<file path="src/rtl/octalram_frame_sequencer_if.sv">
// Pixel-push and Octal RAM operator command bundle; master = sequencer side, slave = environment side.
// No timing of its own: plain wires shared by sequencer, operator and pixel source.
interface octalram_frame_sequencer_if;
  logic        iPix_Valid;
  logic [15:0] iPix_Data;
  logic        iFrame_Start;
  logic        oPix_Ready;
  logic [2:0]  oOp_Code;
  logic        iOp_Done;
  logic [31:0] oAddress;
  logic [15:0] oData;
  logic        oInit_Done;
  logic        oFrame_Done;
  logic        oOverflow;
  logic        oErr;

  modport master (
    input  iPix_Valid, iPix_Data, iFrame_Start, iOp_Done,
    output oPix_Ready, oOp_Code, oAddress, oData, oInit_Done, oFrame_Done, oOverflow, oErr
  );

  modport slave (
    output iPix_Valid, iPix_Data, iFrame_Start, iOp_Done,
    input  oPix_Ready, oOp_Code, oAddress, oData, oInit_Done, oFrame_Done, oOverflow, oErr
  );
endinterface

</file>
<file path="src/rtl/octalram_frame_sequencer.sv">
// Octal RAM bring-up (reset IC, write MR, read MR) then FIFO-buffered pixel sync-writes; IRSTORE_TEST_PATTERN_EN stores index ramp.
// Push-to-op latency 2 cycles from idle; oPix_Ready drops on full FIFO, watchdog error or before init; words offered when not ready are dropped.
module octalram_frame_sequencer #(
  parameter int unsigned FIFO_DEPTH  = 16,
  parameter int unsigned FRAME_WORDS = 76800,
  parameter logic [31:0] FRAME_BASE  = 32'h0000_0000,
  parameter int unsigned TIMEOUT_CYC = 65535
) (
  input logic                          iClk,
  input logic                          iRst,
  octalram_frame_sequencer_if.master   bus
);

  localparam int unsigned AW    = $clog2(FIFO_DEPTH);
  localparam int unsigned IDX_W = (FRAME_WORDS > 1) ? $clog2(FRAME_WORDS) : 1;
  localparam int unsigned WD_W  = $clog2(TIMEOUT_CYC + 1);
  localparam logic [IDX_W-1:0] LAST_IDX = IDX_W'(FRAME_WORDS - 1);

  typedef struct packed {
    logic [IDX_W-1:0] idx;
    logic [15:0]      dat;
  } pix_t;

  typedef enum logic [2:0] {S_RST, S_OP, S_GAP, S_IDLE, S_ERR} state_t;

  pix_t             mem [FIFO_DEPTH];
  logic [AW:0]      wr_ptr, rd_ptr;
  logic             fifo_empty, fifo_full, push, pop;
  logic [IDX_W-1:0] last_idx, push_idx;
  logic             start_pend, ovf_q;
  pix_t             push_ent, head;

  state_t           state_q, state_d;
  logic [2:0]       step_q, step_d, op_q, op_d;
  logic [WD_W-1:0]  wdog_q, wdog_d;
  logic             init_q, init_d, err_q, err_d, fdone_q, fdone_d;
  logic [31:0]      addr_q, addr_d;
  logic [15:0]      data_q, data_d;
  logic [IDX_W-1:0] cur_idx_q, cur_idx_d;

  assign fifo_empty     = (wr_ptr == rd_ptr);
  assign fifo_full      = (wr_ptr[AW] != rd_ptr[AW]) && (wr_ptr[AW-1:0] == rd_ptr[AW-1:0]);
  assign bus.oPix_Ready = init_q & ~fifo_full & ~err_q;
  assign push           = bus.iPix_Valid & bus.oPix_Ready;
  assign pop            = (state_q == S_IDLE) && !fifo_empty;
  assign head           = mem[rd_ptr[AW-1:0]];

  // A frame start (this cycle or latched earlier) forces the next pushed word to index 0.
  always_comb begin
    push_idx = '0;
    if (!(bus.iFrame_Start || start_pend) && last_idx != LAST_IDX)
      push_idx = last_idx + IDX_W'(1);
  end

`ifdef IRSTORE_TEST_PATTERN_EN
  assign push_ent = '{idx: push_idx, dat: 16'(push_idx)};
`else
  assign push_ent = '{idx: push_idx, dat: bus.iPix_Data};
`endif

  always_ff @(posedge iClk) begin
    if (push)
      mem[wr_ptr[AW-1:0]] <= push_ent;
  end

  // last_idx resets to the final index so a first push without a frame start still lands on 0.
  always_ff @(posedge iClk or posedge iRst) begin
    if (iRst) begin
      wr_ptr     <= '0;
      rd_ptr     <= '0;
      last_idx   <= LAST_IDX;
      start_pend <= 1'b0;
      ovf_q      <= 1'b0;
    end else begin
      if (push) begin
        wr_ptr     <= wr_ptr + (AW+1)'(1);
        last_idx   <= push_idx;
        start_pend <= 1'b0;
      end else if (bus.iFrame_Start) begin
        start_pend <= 1'b1;
      end
      if (pop)
        rd_ptr <= rd_ptr + (AW+1)'(1);
      if (bus.iPix_Valid && !bus.oPix_Ready && init_q)
        ovf_q <= 1'b1;
    end
  end

  always_comb begin
    state_d   = state_q;
    step_d    = step_q;
    op_d      = op_q;
    wdog_d    = wdog_q;
    init_d    = init_q;
    err_d     = err_q;
    fdone_d   = 1'b0;
    addr_d    = addr_q;
    data_d    = data_q;
    cur_idx_d = cur_idx_q;
    case (state_q)
      S_RST: begin
        state_d = S_OP;
        step_d  = 3'd1;
        op_d    = 3'd1;
        wdog_d  = '0;
      end
      S_OP: begin
        if (bus.iOp_Done) begin
          op_d    = 3'd0;
          wdog_d  = '0;
          state_d = S_GAP;
          if (step_q == 3'd4 && cur_idx_q == LAST_IDX)
            fdone_d = 1'b1;
        end else if (wdog_q == WD_W'(TIMEOUT_CYC - 1)) begin
          op_d    = 3'd0;
          err_d   = 1'b1;
          state_d = S_ERR;
        end else begin
          wdog_d = wdog_q + WD_W'(1);
        end
      end
      // One idle-code cycle lets the operator return its internal counter to zero.
      S_GAP: begin
        case (step_q)
          3'd1, 3'd2: begin
            step_d  = step_q + 3'd1;
            op_d    = step_q + 3'd1;
            state_d = S_OP;
          end
          3'd3: begin
            init_d  = 1'b1;
            state_d = S_IDLE;
          end
          default: state_d = S_IDLE;
        endcase
      end
      S_IDLE: begin
        if (!fifo_empty) begin
          addr_d    = FRAME_BASE + 32'(head.idx);
          data_d    = head.dat;
          cur_idx_d = head.idx;
          step_d    = 3'd4;
          op_d      = 3'd4;
          wdog_d    = '0;
          state_d   = S_OP;
        end
      end
      S_ERR:   op_d = 3'd0;
      default: state_d = S_RST;
    endcase
  end

  always_ff @(posedge iClk or posedge iRst) begin
    if (iRst) begin
      state_q   <= S_RST;
      step_q    <= 3'd0;
      op_q      <= 3'd0;
      wdog_q    <= '0;
      init_q    <= 1'b0;
      err_q     <= 1'b0;
      fdone_q   <= 1'b0;
      addr_q    <= '0;
      data_q    <= '0;
      cur_idx_q <= '0;
    end else begin
      state_q   <= state_d;
      step_q    <= step_d;
      op_q      <= op_d;
      wdog_q    <= wdog_d;
      init_q    <= init_d;
      err_q     <= err_d;
      fdone_q   <= fdone_d;
      addr_q    <= addr_d;
      data_q    <= data_d;
      cur_idx_q <= cur_idx_d;
    end
  end

  assign bus.oOp_Code    = op_q;
  assign bus.oAddress    = addr_q;
  assign bus.oData       = data_q;
  assign bus.oInit_Done  = init_q;
  assign bus.oFrame_Done = fdone_q;
  assign bus.oOverflow   = ovf_q;
  assign bus.oErr        = err_q;

endmodule

</file>
<file path="src/flat_wrapper.sv">
// flat-port wrapper written by rule: the top's interface ports become plain ports
module octalram_frame_sequencer_flat 
#(
  parameter int unsigned FIFO_DEPTH  = 16,
  parameter int unsigned FRAME_WORDS = 76800,
  parameter logic [31:0] FRAME_BASE  = 32'h0000_0000,
  parameter int unsigned TIMEOUT_CYC = 65535
)
  (iClk, iRst, bus_iPix_Valid, bus_iPix_Data, bus_iFrame_Start, bus_iOp_Done, bus_oPix_Ready, bus_oOp_Code, bus_oAddress, bus_oData, bus_oInit_Done, bus_oFrame_Done, bus_oOverflow, bus_oErr);
  octalram_frame_sequencer_if bus_i ();
  input logic iClk;
  input logic iRst;
  input wire logic [$bits(bus_i.iPix_Valid)-1:0] bus_iPix_Valid;
  input wire logic [$bits(bus_i.iPix_Data)-1:0] bus_iPix_Data;
  input wire logic [$bits(bus_i.iFrame_Start)-1:0] bus_iFrame_Start;
  input wire logic [$bits(bus_i.iOp_Done)-1:0] bus_iOp_Done;
  output wire logic [$bits(bus_i.oPix_Ready)-1:0] bus_oPix_Ready;
  output wire logic [$bits(bus_i.oOp_Code)-1:0] bus_oOp_Code;
  output wire logic [$bits(bus_i.oAddress)-1:0] bus_oAddress;
  output wire logic [$bits(bus_i.oData)-1:0] bus_oData;
  output wire logic [$bits(bus_i.oInit_Done)-1:0] bus_oInit_Done;
  output wire logic [$bits(bus_i.oFrame_Done)-1:0] bus_oFrame_Done;
  output wire logic [$bits(bus_i.oOverflow)-1:0] bus_oOverflow;
  output wire logic [$bits(bus_i.oErr)-1:0] bus_oErr;
  assign bus_i.iPix_Valid = bus_iPix_Valid;
  assign bus_i.iPix_Data = bus_iPix_Data;
  assign bus_i.iFrame_Start = bus_iFrame_Start;
  assign bus_i.iOp_Done = bus_iOp_Done;
  assign bus_oPix_Ready = bus_i.oPix_Ready;
  assign bus_oOp_Code = bus_i.oOp_Code;
  assign bus_oAddress = bus_i.oAddress;
  assign bus_oData = bus_i.oData;
  assign bus_oInit_Done = bus_i.oInit_Done;
  assign bus_oFrame_Done = bus_i.oFrame_Done;
  assign bus_oOverflow = bus_i.oOverflow;
  assign bus_oErr = bus_i.oErr;
  octalram_frame_sequencer #(.FIFO_DEPTH(FIFO_DEPTH), .FRAME_WORDS(FRAME_WORDS), .FRAME_BASE(FRAME_BASE), .TIMEOUT_CYC(TIMEOUT_CYC)) u_core (.iClk(iClk), .iRst(iRst), .bus(bus_i));
endmodule
</file>
<file path="config.mk">
export PLATFORM = sky130hd
export DESIGN_NAME = octalram_frame_sequencer_flat
export DESIGN_NICKNAME = d
export VERILOG_FILES = /design/src/rtl/octalram_frame_sequencer_if.sv /design/src/rtl/octalram_frame_sequencer.sv /design/src/flat_wrapper.sv
export SDC_FILE = /design/constraint.sdc
export NUM_CORES = 1
export LEC_CHECK = 0
export BUFFER_PORTS_ARGS = -buffer_cell sky130_fd_sc_hd__buf_2
export CORE_MARGIN = 5
export CORE_UTILIZATION = 45
export CTS_CLUSTER_DIAMETER = 50
export DETAILED_ROUTE_END_ITERATION = 10
export PLACE_DENSITY_LB_ADDON = 0.12
export SYNTH_ARGS = -nofsm -noshare
export SYNTH_HDL_FRONTEND = slang
export SYNTH_SLANG_ARGS = --single-unit
</file>
<file path="constraint.sdc">
create_clock -name iClk -period 4.1 [get_ports iClk]
set_input_delay 0.205 -clock iClk [delete_from_list [all_inputs] [get_ports iClk]]
set_output_delay 0.205 -clock iClk [all_outputs]
set_load 0.02 [all_outputs]
</file>
==> results of run 1 <==
-- flip-flops by register name (all words and copies together), names as in the netlist --
name / cells
u_core.mem: 528
u_core.cur_idx_q: 17
u_core.last_idx: 17
u_core.bus.oData: 16
u_core.wdog_q: 16
u_core.rd_ptr: 5
u_core.wr_ptr: 5
u_core.bus.oOp_Code: 3
u_core.state_q: 3
u_core.step_q: 3
u_core.bus.oErr: 1
u_core.bus.oFrame_Done: 1
u_core.bus.oInit_Done: 1
u_core.bus.oOverflow: 1
u_core.start_pend: 1
-- area by class of cell --
class	count	area, um^2	area share [%]
Inverter	16	62.6	0.220
Sequential cell	618	18100	63.7
Clock inverter	26	328	1.15
Timing Repair Buffer	121	836	2.93
Clock buffer	96	1900	6.67
Tap cell	704	881	3.09
Multi-Input combinational cell	710	6330	22.2
-- stage by stage --
step	instances	instance area (um^2)	total power, uW	hold slack (ns)
floorplan	1437	24900	10700	0.304
global placement	2152	26100	12100	0.446
detailed placement	2152	26100	12100	0.453
CTS	2291	28500	18200	0.00437
global route	2291	28500	18900	0.0126
finish	2291	28500	18000	0.0330
-- logic make-up after synthesis --
| logic type | count (synthesis) |
|---|---|
| xor+xnor | 20 |
| fa+ha+maj | 13 |
| other cells | 1 |
| buf+inv | 109 |
| compound gates | 188 |
| mux | 204 |
| simple gates | 270 |
| flops | 618 |
-- layer usage --
metal,routed length [um],vias up
met1,24800,6846
met3,3120,60
met4,933,0
li1,-,5840
met2,29400,324
met5,0,-
-- cell usage in the layout (no fill, tap or decap), types with 17 or more instances in the layout --
master and n:
a21oi_1 18, a31oi_1 45, buf_2 61, buf_4 40, clkbuf_1 22, clkbuf_16 71, dfrtp_1 73, dlygate4sd3_1 17
edfxtp_1 528, mux2_2 101, mux4_2 99, nand2_1 72, nor2_1 102, o21ai_0 48, o22ai_1 35
-- power by group --
group | switching, uW | total [uW] | internal [uW]
clock network | 2400 | 6090 | 3690
registers | 381 | 7550 | 7170
logic | 2530 | 4360 | 1830
-- worst paths after layout --
path / start / end / slack, ns / depth (start not counted)
max in group asynchronous: iRst / u_core.wdog_q[12] / 2.80 / 4
min reg2reg: u_core.bus.oOverflow / u_core.bus.oOverflow / 0.47 / 1
max reg2reg: u_core.last_idx[7] / u_core.mem[15][29] / 0.85 / 4
min in group asynchronous: iRst / u_core.cur_idx_q[10] / 0.39 / 3
max: u_core.last_idx[7] / u_core.mem[15][29] / 0.85 / 4
min: bus_iPix_Data[2] / u_core.mem[13][2] / 0.03 / 1
==> metrics.txt, run 1 <==
status complete, no violations; initial core utilization between 40% and 50%; critical path's top delay family simple AND/OR/NAND/NOR gates; Max rail drop VDD around 550 uV; worst-path cell chain nand4_1, or4b_1, or3_1, a21oi_1; Max-Cap Viols 0; Avg Vias per Cell 5.70; die height ~250 um; max_slew headroom about 15%; Post-CTS Setup Repair Bufs 0; post-synth cell types between 60 and 70; first-pass iteration count of the detailed router 5; adder-cell area share of the yosys netlist less than 1%; routed length per instance ~25 um; # diodes 0; syn avg cell area 17.5 um^2; drt drc 0; Yosys Warn Count 0; met1 Usage GRT between 20% and 30%; Worst-Margin Slew ~1.3 ns; Post-synth ARST share around 15%; clk_lat worst skew just under 0.6 ns; largest family of logic cells by synthesized area multiplexers; largest cells by area after synthesis edfxtp_1, mux4_2, dfrtp_1; layout cells sized above 1 about 28%; Die Wd between 200 and 250 um; grt total ovfl 0; first-pass GRT wire length between 80 and 90 mm; vias in the first global route 13700; worst setup margin between 0.8 and 0.9 ns; level count of the clock H-tree 3; endpoints failing hold 0; Clk Tree Root Cell clkbuf_16; RSZ-0062 raised after global routing no; clock sink count just over 600; CTS Hold Bufs 17; CTS Buf Count roughly 70; Crit Path Max Fanout 16; Compound-Gate Fraction of Synth Area between 4 and 5%; Post-synth EDFFs 528; I/O pin count just under 80; CTS tree yes; HP Class in2reg; Layout area overhead 14.6%; most frequent cells after synthesis edfxtp_1, nor2_1, mux2_2; Period minus WS final around 3.3 ns; post-synth top area cell edfxtp_1; PD cells 632 nW/um^2; setup tns final 0 ns; final setup fails 0; Placer Congestion 0.757; Max clock buf depth 3; Post-Synthesis Cells around 1400; routing usage on met2 between 30% and 40%; Tcrit/Tclk final roughly 79%; antenna violations before repair 1; Slew Limit Fails 0; Post-Synth Simple-Gate Area under 10%; worst endpoint required time ~4.3 ns; Post-Syn Area around 25000 um^2; First DRT Iteration DRCs slightly above 900; GRT Max-Usage Layer met2; final net count about 1600; Worst-path clk slew approximately 0.060 ns; DRT Wirelength ~58 mm; final core occ between 50% and 60%; Worst setup EP type register; ys flop type edfxtp_1; num rows 86; Worst setup SP type register; Detailed Place HPWL just over 30 mm; number of synthesized register bits approximately 620; WS Path Type reg2reg; Vias approximately 13000; Critical Path AT between 3 and 4 ns; mux share of post-synthesis cell area ~14%; Place WS ~0.94 ns; most common cell in the netlist edfxtp_1; largest net degree at the start of global routing ~110; overall routing resource usage about a fifth; Routed Antenna Nets 0; fill count 4502; Total Die Area approximately 60000 um^2; Port Buf Inserts 61; total leakage power between 0.009 and 0.01 uW; met3 usage ~3.5%; XOR/XNOR Fraction of Synth Area less than 1%; post-synth top area share 63.8%; Slowest-stage cell, CP a21oi_1; sequential cell area fraction in the yosys report approximately 73%; highest clock rate around 0.31 GHz; slowest stage delay, CP between 0.9 and 1 ns; clock skew 0.0169 ns; CP Buf/Inv Count 0; post-cts gate resize count 0; Core Region between 50000 and 60000 um^2
Note: power is estimated with default switching activity, not from simulation.
==> inputs of run 2 (changes only) <==
- ABC_AREA: not set -> 1
- clock period: 4.1 -> 3.3 ns (I/O delays scaled with it)
==> metrics.txt, run 2 <==
status complete, no violations; routed length per instance 20.8 um (-18%); Clk Tree Root Cell clkbuf_16; hold slack 0.348 ns (+0.315 ns); level count of the clock H-tree 3 (unchanged); most common cell in the netlist nor2_1; grt total ovfl 0 (unchanged); drt drc 0 (unchanged); Worst R2R End u_core.bus.oData[13]; CTS Buf Count 72 (+4.3%); ys flop type edfxtp_1; Post-synth ARST share 14.6% (unchanged); Worst R2R Path Depth 10 (+6); endpoints failing hold 0 (unchanged); max_slew headroom 20.8% (+5.6 points); post-cts gate resize count 0 (unchanged); worst setup margin 0.579 ns (-0.267 ns); Vias 17300 (+32%); Placer Congestion 0.812 (+7.3%); power after layout 17100 uW (-5.0%); Avg Vias per Cell 5.32 (-6.7%); Total Die Area 62200 um^2 (+3.6%); first-pass GRT wire length 102 mm (+16%); first-pass iteration count of the detailed router 5 (unchanged); commonest non-fill, non-tap cell in the layout nor2_1; Port Buf Inserts 61 (unchanged); Max-Cap Viols 0 (unchanged); clk_lat worst skew 0.60 ns (+0.02 ns); CTS tree yes; total leakage power 0.0106 uW (+12%); clock skew 0.0153 ns (-0.00155 ns); Critical Path AT 3.25 ns (-0.21 ns); Detailed Place HPWL 35.6 mm (+18%); clock sink count 618 (unchanged); largest cells by area after synthesis edfxtp_1, nor2_1, dfrtp_1; Worst-path clk slew 0.06 ns (about the same); RR Startpoint u_core.rd_ptr[0]; syn avg cell area 11.1 um^2 (-37%); post-synth cell types 38 (-43%); most frequent cells in the layout nor2_1, edfxtp_1, nand2_1; Slew Limit Fails 0 (unchanged); Routed Antenna Nets 0 (unchanged); PD cells 576 nW/um^2 (-8.9%); Worst-Margin Slew 1.19 ns (-0.0791 ns); Place WS 0.598 ns (-0.341 ns); Post-Place Cell Area 27100 um^2 (+3.9%); initial core utilization 45.6% (+0.27 points); largest net degree at the start of global routing 236 (+120%); Crit Path Max Fanout 61 (+45); final setup fails 0 (unchanged); # diodes 0 (unchanged); most frequent cells after synthesis nor2_1, edfxtp_1, nand2_1; DRT Wirelength 67.4 mm (+16%); post-synth top area share 61.5% (-2.3 points); post-route design area 29700 um^2 (+4.3%); First DRT Iteration DRCs 1435 (+56%); Worst setup EP type register; number of synthesized register bits 618 (unchanged); WS Path Type reg2reg; Largest register FFs 528 (unchanged); Yosys Warn Count 0 (unchanged); worst endpoint required time 3.82 ns (-0.49 ns); Tcrit/Tclk final 82.5% (+3.1 points); antenna violations before repair 0 (-1); vias in the first global route 16600 (+22%); Core Region 56600 um^2 (+3.1%); layout cells sized above 1 11.6% (-17 points); Period minus WS final 2.72 ns (-0.533 ns); HP Class in2async; Post-Synthesis Cells 2333 (+64%); Post-Syn Area 25800 um^2 (+3.8%); Layout area overhead 15.2%; num rows 87 (+1.2%); Worst setup SP type register; sequential cell area fraction in the yosys report 70.3% (-2.6 points); final net count 2460 (+57%); I/O pin count 77 (unchanged); die height 249 um (+1.8%); post-synth top area cell edfxtp_1; RSZ-0062 raised after global routing no; fill count 4964 (+10%); overall routing resource usage 21.2% (+1.6 points); Post-synth EDFFs 528 (unchanged); FF-to-FF setup slack 0.58 ns (-0.27 ns); Die Wd 249 um (+1.8%); Max rail drop VDD 463 uV (-16%); Max clock buf depth 3 (unchanged); highest clock rate 0.368 GHz (+20%)
run 2: report_power, final:
part,switching (uW),internal [uW],total (uW)
clock,3160,4840,7990
combinational,412,153,565
sequential,68.6,8480,8550
run 2: metal layers:
layer / vias up / routed length [um] / part of all wire, % / track usage, %
met2: 424 / 31900 / 47 / 34.5
li1: 8182 / - / - / -
met3: 103 / 3450 / 5.1 / 3.72
met4: 0 / 1500 / 2.2 / 5.39
met1: 8541 / 30600 / 45 / 30.1
met5: - / 0 / 0 / 0
run 2: how the worst max path moves through the flow:
stage / to / slack [ns] / cells after the start / startpoint
after floorplan: u_core.mem[3][0] / -0.74 / 10 / u_core.rd_ptr[0]
after global routing: u_core.cur_idx_q[8] / 0.33 / 10 / u_core.rd_ptr[0]
after CTS: u_core.cur_idx_q[8] / 0.58 / 10 / u_core.rd_ptr[0]
final: u_core.bus.oData[13] / 0.58 / 10 / u_core.rd_ptr[0]
after detailed placement: u_core.cur_idx_q[8] / 0.60 / 10 / u_core.rd_ptr[0]
after global placement: u_core.cur_idx_q[8] / 0.64 / 10 / u_core.rd_ptr[0]
run 2: cell type report:
class	count	area [um^2]	area share, %
tap	756	946	3.18
timing repair buffer	142	1060	3.58
multi-input combinational	1537	6950	23.4
clock buffer	99	2040	6.86
inverter	55	215	0.724
clock inverter	34	370	1.25
sequential	618	18100	61.0
run 2: per-stage QoR:
stage	utilization (%)	instances	TNS (ns)
2_1_floorplan	-	2347	-73.10
3_3_place_gp	47.9	3088	0
3_5_place_dp	47.9	3088	0
4_1_cts	52.5	3241	0
5_1_grt	52.5	3241	0
6_report	52.5	3241	0
run 2: logic make-up after synthesis:
group,share of synthesized area [%]
other cells,0.0145
xor+xnor,0.645
buf+inv,3.46
simple gates,17.6
compound gates,7.42
flops,70.3
fa+ha+maj,0.631
run 2: worst max-delay path, stage by stage, from the launching register on:
cell,delay (ns)
dfrtp_4,0.51
buf_4,0.56
buf_4,0.69
nor2_1,0.11
nor2_1,0.11
o21ai_0,0.14
nand2_1,0.14
nand2_1,0.06
nand2_1,0.07
nor2_1,0.04
a21oi_1,0.16
run 2: what timing repair did:
action                    CTS  global route
hold endpoints to repair  321             0
hold buffers               20             0
buffers inserted            0             0
==> inputs of run 3 (changes only) <==
- clock period: 3.3 -> 2.7 ns (I/O delays scaled with it)
==> metrics.txt, run 3 (same netlist as run 2, synthesis figures left out) <==
Worst setup SP type register; routed length per instance 20.9 um (+0.23%); antenna violations before repair 0 (unchanged); WS Path Type reg2reg; Critical Path AT 3.11 ns (-0.14 ns); Core Region 56600 um^2 (unchanged); fill count 4984 (+0.40%); grt total ovfl 0 (unchanged); Crit Path Max Fanout 265 (+330%); dpl cells 3087 (-0.032%); FF/Latch Area 18100 um^2 (unchanged); first-pass iteration count of the detailed router 5 (unchanged); Placer Congestion 0.873 (+7.6%); I/O pin count 77 (unchanged); drt drc 0 (unchanged); die height 249 um (unchanged); Tcrit/Tclk final 96.1% (+14 points); Total Die Area 62200 um^2 (unchanged); final core occ 53.1% (+0.57 points); first-pass GRT wire length 103 mm (+0.69%); clock sink count 618 (unchanged); Vias 17200 (-0.017%); Max-Cap Viols 0 (unchanged); clk_lat worst skew 0.60 ns (about the same); Detailed Place HPWL 35.7 mm (+0.23%); setup tns final 0 ns (unchanged); Period minus WS final 2.59 ns (-0.127 ns); DRT Wirelength 67.7 mm (+0.35%); initial core utilization 45.6% (unchanged); CTS tree yes; overall routing resource usage 21.4% (+0.21 points); Avg Vias per Cell 5.31 (-0.14%); Max rail drop VDD 482 uV (+4.2%); CP Buf/Inv Count 2 (unchanged); Worst setup EP type register; Largest register FFs 528 (unchanged); final non-filler cell total 3245 (+0.12%); CTS Buf Count 72 (unchanged); level count of the clock H-tree 3 (unchanged); Routed Antenna Nets 0 (unchanged); Worst R2R End u_core.cur_idx_q[11]; Die Wd 249 um (unchanged); PD cells 687 nW/um^2 (+19%); clock skew 0.0155 ns (+0.000127 ns); slowest stage delay, CP 0.52 ns (-0.17 ns); Worst-Margin Slew 1.18 ns (-0.0103 ns); Worst-path clk slew 0.06 ns (about the same); RR Startpoint u_core.rd_ptr[0]; FF-to-FF setup slack 0.11 ns (-0.47 ns); First DRT Iteration DRCs 1528 (+6.5%); Port Buf Inserts 61 (unchanged); most frequent cells in the layout nor2_1, edfxtp_1, nand2_1; endpoints failing hold 0 (unchanged); Max clock buf depth 3 (unchanged); Clk Tree Root Cell clkbuf_16; num rows 87 (unchanged); largest net degree at the start of global routing 266 (+13%); critical path's top delay family compound AO/OA/AOI/OAI gates; crit path from u_core.rd_ptr[0]; HP Class in2async; status complete, no violations; Layout area overhead 16.5%; Slew Limit Fails 0 (unchanged); # diodes 0 (unchanged); Most Frequent Cell on Critical Path nand2_1; worst setup margin 0.106 ns (-0.473 ns); Slowest-stage cell, CP dfrtp_4; Place WS 0.0101 ns (-0.588 ns); vias in the first global route 16700 (+0.53%); power after layout 20600 uW (+21%); final net count 2465 (+0.20%); worst-path cell chain inv_6, buf_16, o21ai_0, nand2_1, nand2_1, nand2_1, nor2_1, a21oi_1; layout cells sized above 1 12.3% (+0.66 points); highest clock rate 0.386 GHz (+4.9%); Worst R2R Path Depth 8 (-2); max_slew headroom 21.5% (+0.69 points); total leakage power 0.0107 uW (+0.56%); final setup fails 0 (unchanged); commonest non-fill, non-tap cell in the layout nor2_1; footprint of the multi-input gates 7010 um^2 (+0.95%); worst endpoint required time 3.21 ns (-0.61 ns)
==> run 3: cell types whose count changed in the layout (fill, tap and decap cells not counted), sizes merged <==
cell / before / now
clkinvlp: 5 / 12
clkbuf: 99 / 97
inv: 58 / 56
buf: 122 / 123
clkinv: 20 / 22
bufinv: 6 / 4
==> run 3: worst max-delay path by stage <==
stage,endpoint,slack [ns],cells after the start
floorplan,u_core.mem[0][0],-0.47,11
global placement,u_core.mem[9][19],0.05,11
detailed placement,u_core.mem[8][19],0.01,11
CTS,u_core.mem[14][28],-0.01,8
global route,u_core.mem[5][31],-0.03,11
finish,u_core.cur_idx_q[11],0.11,8
==> run 3: stage by stage <==
stage	hold slack, ns	cell area [um^2]
2_1_floorplan	0.234	25900
3_3_place_gp	0.177	27400
3_5_place_dp	0.180	27400
4_1_cts	0.0875	29900
5_1_grt	0.117	30000
6_report	0.0977	30000
==> run 3: cell type report <==
class	count	area share (%)
inverters	55	0.796
well taps	756	3.15
repair buffers	143	4.47
multi-input cells	1537	23.4
flip-flops and latches	618	60.4
repair inverters	4	0.0917
clock inverters	35	1.04
clock buffers	97	6.73
==> run 3: what timing repair did <==
action | 4_1_cts | 5_1_grt
cloned | 0 | 4
buffers inserted | 0 | 2
hold buffers | 20 | 0
resized for setup | 0 | 25
pin swaps | 0 | 1
hold endpoints to repair | 338 | 0
setup endpoints to repair | 11 | 164
==> run 3: layer usage <==
layer	track usage, %	wire length, um	vias to the layer above
li1	-	-	8196
met1	30.2	30400	8482
met2	34.9	32300	472
met3	3.64	3670	97
met4	5.66	1370	0
met5	0	0	-
==> run 3: where the power goes <==
part / internal, uW / switching (uW) / leakage, uW / total (uW)
sequential: 10400 / 78.7 / 0.00540 / 10400
combinational: 189 / 510 / 0.00414 / 699
clock: 5680 / 3810 / 0.00114 / 9500
==> run 3: worst register-to-register path: cells and delay by family, from the launching register on <==
| family | cells | cell delay [ns] |
|---|---|---|
| AO/OA/AOI/OAI | 2 | 1.02 |
| buffers and inverters | 2 | 0.60 |
| flip-flops | 1 | 0.52 |
| AND/OR/NAND/NOR | 4 | 0.37 |
